File: config.mk
export PLATFORM = sky130hd
export DESIGN_NAME = channel_fifo
export DESIGN_NICKNAME = d
export VERILOG_FILES = /design/src/rtl/channel_fifo_pkg.sv /design/src/rtl/fifo_mem.sv /design/src/rtl/channel_fifo.sv
export SDC_FILE = /design/constraint.sdc
export NUM_CORES = 1
export LEC_CHECK = 0
export BUFFER_PORTS_ARGS = -buffer_cell sky130_fd_sc_hd__buf_4
export CAP_MARGIN = 20
export CORE_ASPECT_RATIO = 0.9
export CORE_UTILIZATION = 55
export DETAILED_ROUTE_END_ITERATION = 7
export GPL_ROUTABILITY_DRIVEN = 0
export GPL_TIMING_DRIVEN = 0
export PLACE_DENSITY = 0.76
export SLEW_MARGIN = 15
export SYNTH_ARGS = -nofsm -noshare
export SYNTH_HDL_FRONTEND = slang
export SYNTH_SLANG_ARGS = --single-unit
File: constraint.sdc
create_clock -name clk -period 6.1 [get_ports clk]
set_clock_uncertainty 0.2 [all_clocks]
set_input_delay 0.305 -clock clk [delete_from_list [all_inputs] [get_ports clk]]
set_output_delay 0.305 -clock clk [all_outputs]
set_load 0.03 [all_outputs]
File: src/rtl/channel_fifo_pkg.sv
// channel_fifo_pkg: 4-phase handshake FSM encodings, shared with router rx/tx.
`ifndef CHANNEL_DEFS
`define CHANNEL_DEFS
`define IN_IDLE  1'b0
`define IN_ACK   1'b1
`define OUT_IDLE 2'd0
`define OUT_REQ  2'd1
`define OUT_WAIT 2'd2
`endif
package channel_fifo_pkg;
  typedef enum logic {IN_IDLE = `IN_IDLE, IN_ACK = `IN_ACK} in_state_e;
  typedef enum logic [1:0] {OUT_IDLE = `OUT_IDLE, OUT_REQ = `OUT_REQ, OUT_WAIT = `OUT_WAIT} out_state_e;
endpackage

File: src/rtl/fifo_mem.sv
// fifo_mem: DEPTH x SIZE register array, synchronous write, asynchronous read.
module fifo_mem #(
  parameter int SIZE      = 8,
  parameter int ADDR_BITS = 2
) (
  input  logic                 clk,
  input  logic                 we,
  input  logic [ADDR_BITS-1:0] wr_addr,
  input  logic [SIZE-1:0]      wr_data,
  input  logic [ADDR_BITS-1:0] rd_addr,
  output logic [SIZE-1:0]      rd_data
);
  logic [SIZE-1:0] mem_q [2**ADDR_BITS];
  always_ff @(posedge clk) if (we) mem_q[wr_addr] <= wr_data;
  assign rd_data = mem_q[rd_addr];
endmodule

File: src/rtl/channel_fifo.sv
// channel_fifo: elastic link buffer between two 4-phase req/ack channels.
// Define CHANNEL_FIFO_DEBUG_EN for push/pop trace and an in_data stability check.
module channel_fifo
  import channel_fifo_pkg::*;
#(
  parameter int SIZE      = 8,
  parameter int ADDR_BITS = 2,
  parameter int ID        = 0
) (
  input  logic                 clk,
  input  logic                 reset,
  input  logic                 in_req,
  output logic                 in_ack,
  input  logic [SIZE-1:0]      in_data,
  output logic                 out_req,
  input  logic                 out_ack,
  output logic [SIZE-1:0]      out_data,
  output logic [ADDR_BITS:0]   count
);
  localparam logic [ADDR_BITS:0] DEPTH = (ADDR_BITS+1)'(2**ADDR_BITS);
  in_state_e            in_st_q, in_st_d;
  out_state_e           out_st_q, out_st_d;
  logic [ADDR_BITS-1:0] wr_ptr_q, wr_ptr_d, rd_ptr_q, rd_ptr_d;
  logic [ADDR_BITS:0]   count_q, count_d;
  logic [SIZE-1:0]      out_data_q, out_data_d, rd_data;
  logic                 push, pop;

  fifo_mem #(.SIZE(SIZE), .ADDR_BITS(ADDR_BITS)) u_mem (
    .clk(clk), .we(push), .wr_addr(wr_ptr_q), .wr_data(in_data),
    .rd_addr(rd_ptr_q), .rd_data(rd_data)
  );

  // Full/empty come from count alone; pointers just wrap.
  always_comb begin
    push = in_st_q == IN_IDLE && in_req && count_q < DEPTH;
    pop = out_st_q == OUT_REQ && out_ack;
    in_st_d = push ? IN_ACK : (in_st_q == IN_ACK && !in_req) ? IN_IDLE : in_st_q;
    out_st_d = out_st_q;
    out_data_d = out_data_q;
    case (out_st_q)
      OUT_IDLE: if (count_q != '0) begin
        out_st_d = OUT_REQ;
        out_data_d = rd_data;
      end
      OUT_REQ: if (out_ack) out_st_d = OUT_WAIT;
      default: if (!out_ack) out_st_d = OUT_IDLE;
    endcase
    wr_ptr_d = wr_ptr_q + ADDR_BITS'(push);
    rd_ptr_d = rd_ptr_q + ADDR_BITS'(pop);
    count_d = count_q + (ADDR_BITS+1)'(push) - (ADDR_BITS+1)'(pop);
  end

  always_ff @(posedge clk or negedge reset) begin
    if (!reset) begin
      in_st_q <= IN_IDLE;
      out_st_q <= OUT_IDLE;
      wr_ptr_q <= '0;
      rd_ptr_q <= '0;
      count_q <= '0;
      out_data_q <= '0;
    end else begin
      in_st_q <= in_st_d;
      out_st_q <= out_st_d;
      wr_ptr_q <= wr_ptr_d;
      rd_ptr_q <= rd_ptr_d;
      count_q <= count_d;
      out_data_q <= out_data_d;
    end
  end

  assign in_ack = in_st_q == IN_ACK;
  assign out_req = out_st_q == OUT_REQ;
  assign out_data = out_data_q;
  assign count = count_q;

`ifdef CHANNEL_FIFO_DEBUG_EN
  logic [SIZE-1:0] prev_data_q;
  logic            prev_wait_q;
  task automatic print_prefix(input string name, input int id);
    $write("[%0t] %s %0d: ", $time, name, id);
  endtask
  always @(posedge clk) begin
    if (reset) begin
      if (push) begin
        print_prefix("Channel", ID);
        $display("push %h count %0d", in_data, count_d);
      end
      if (pop) begin
        print_prefix("Channel", ID);
        $display("pop %h count %0d", out_data_q, count_d);
      end
      if (prev_wait_q && in_req && !in_ack && in_data != prev_data_q) begin
        print_prefix("Channel", ID);
        $display("ERROR: in_data changed while in_req high and in_ack low");
      end
    end
    prev_wait_q <= reset && in_req && !in_ack;
    prev_data_q <= in_data;
  end
`else
  logic unused_id;
  assign unused_id = ID != 0;
`endif
endmodule

==> metrics <==
DP Area=2160 um^2; Hold Fails Final Rpt=0; Antenna Cells=0; initial antenna violation count=0; Tcrit/Tclk final=36.3%; crit-path max FO=5; CTS tree=done; Max Buffers Root-to-Sink=2; Syn Std Cell Area=1920 um^2; Post-synth EDFFs=32; Seq/Total Area, Yosys=73.6%; Worst setup EP type=register; Period minus WS final=2.21 ns; WHS=0.0123 ns; Initial DRC Count=31; Yosys cell types=23; Post-DRT Antenna Nets=0; layout cells sized above 1=36.5%; worst vdd rail ir drop=0.270 mV; most frequent cells in the layout=edfxtp_1 (32), buf_4 (25), dfrtp_1 (18); worst r2r src=out_st_q[1]; starting density of the core=60.2%; worst-margin pin slew=0.758 ns; fin area=2300 um^2; # Post-CTS Setup Buffers=0; area growth from synthesis to layout=20.2%; commonest non-fill, non-tap cell in the layout=edfxtp_1; mean number of vias per cell=5.32; leakage=0.895 nW; total CTS buffers=5; top cells by area, synth=edfxtp_1 (50%), dfrtp_1 (23%), mux4_2 (9.4%); Worst Hold Class=in -> reg; DR pass1 iterations=4; prevailing post-synth register cell=edfxtp_1; post-synth top area cell=edfxtp_1; Pins Over Slew Limit=0; core area=3190 um^2; Slew headroom=49.3%; Async S/R FF share, synth=36.0%; Avg Cell Area, Syn=19.6 um^2; largest net degree at the start of global routing=19; Finished Layout Cells=179; placed instance count=165; status=finished clean; filler instances=205; CP startpoint=out_st_q[1]; Global Route Usage Sum=18.7%; NumNets Final=151; die span in x=64.3 um; number of max-cap violations=0; WP data required=6.08 ns; Sink Count=50; grt ovf=0; Warnings, synthesis=0; first-pass GRT wire length=4780 um; Crit Path Category=reg -> reg; Detailed Route WL=2880 um; Clock Pin Slew Worst Setup and Hold Paths=0.08 ns; Hold Crit Start=in_data[3]; critical path startpoint category=register; setup TNS=0 ns; vias in the first global route=995; Yosys top cell area share=50.1%; DP HPWL=1990 um; total number of vias=952; crit path DAT=2.19 ns; Root Driver=clkbuf_8; H-tree depth=2; syn_nets=113; # setup viols final=0; RSZ-0062 raised after global routing=no; Die Ht=58.0 um; Yosys reg bits=50; maximum clock rate=452 MHz; DRC errors left=0; total die area=3730 um^2; WL per Instance=16.1 um; IO Pins=25; Port Buffers=24; clk_lat worst skew=0.30 ns; Post-Synthesis Cells=98; Pwr Density=479 nW/um^2; num rows=19
[state kept, by name, summed over array words and instances (netlist names)]
register / cells
count: 3
in_ack: 1
rd_ptr_q: 2
out_st_q: 2
wr_ptr_q: 2
u_mem.mem_q: 32
out_data: 8
[final cells by class]
cell class                      count  area (um^2)  share of cell area [%]
Buffer                              3         18.8                   0.814
Clock buffer                        6         72.6                    3.15
Clock inverter                      2         8.76                   0.380
Inverter                            3         11.3                   0.489
Multi-Input combinational cell     42          482                    20.9
Sequential cell                    50         1410                    61.2
Tap cell                           42         52.6                    2.28
Timing Repair Buffer               31          248                    10.7
[critical path, cell delays in order, from the launching register on]
cell and delay (ns):
dfrtp_1 0.46, and3b_1 0.25, clkbuf_1 0.22, xor2_1 0.10
ha_1 0.20, fa_1 0.37, xor2_1 0.16, xnor2_1 0.14
[power breakdown]
part	total (mW)	leakage, nW	switching, mW	internal (mW)
Clock	0.178	0.0426	0.0989	0.0789
Combinational	0.426	0.351	0.222	0.204
Sequential	0.501	0.502	0.0531	0.448
Total	1.10	0.895	0.374	0.731
[cell families after synthesis]
| logic type | count (synthesis) | synth area share, % |
|---|---|---|
| AOI/OAI and AO/OA | 3 | 1.17 |
| muxes | 16 | 14.1 |
| DFF | 50 | 73.6 |
| buffers and inverters | 6 | 1.57 |
| adders and majority gates | 3 | 2.35 |
| and+or+nand+nor | 13 | 4.05 |
| xor gates and xnor gates | 7 | 3.20 |
[cell usage after synthesis, drive strengths merged (2+ instances only)]
master and instances:
buf 2, dfrtp 18, edfxtp 32, ha 2
inv 3, mux2 8, mux4 8, nand2 4
nor2 2, nor3 3, xnor2 3, xor2 4
[per-stage QoR]
step           power, mW  utilization [%]  worst slack, ns
2_1_floorplan      0.802                -             3.94
3_3_place_gp       0.915             67.5             3.77
3_5_place_dp       0.940             67.9             3.87
4_1_cts             1.12             71.7             3.85
5_1_grt             1.17             72.3             3.77
6_report            1.10             72.3             3.89
[timing repair]
action | CTS | global route
setup endpoints to repair | 0 | 0
endpoints found under the hold margin | 27 | 8
hold buffers | 4 | 2
resized for setup | 0 | 0
[path summary, 6_finish.rpt]
check | end | cells after the start | slack, ns
hold reg to reg | out_data[2] | 1 | 0.31
max in group asynchronous | out_data[2] | 2 | 5.28
setup reg to reg | count[2] | 7 | 3.89
hold / removal | u_mem.mem_q[2][3] | 1 | 0.01
setup / recovery | count[2] | 7 | 3.89
min in group asynchronous | out_st_q[1] | 2 | 0.21
[layer usage]
layer / wire (um) / global-route usage (%) / up-vias
met5: 0 / 0 / -
met4: 42 / 6.67 / 0
met3: 102 / 5.91 / 5
met2: 1550 / 32.0 / 20
met1: 1180 / 22.7 / 480
li1: - / - / 447
Power figures use the tool's default switching activity.
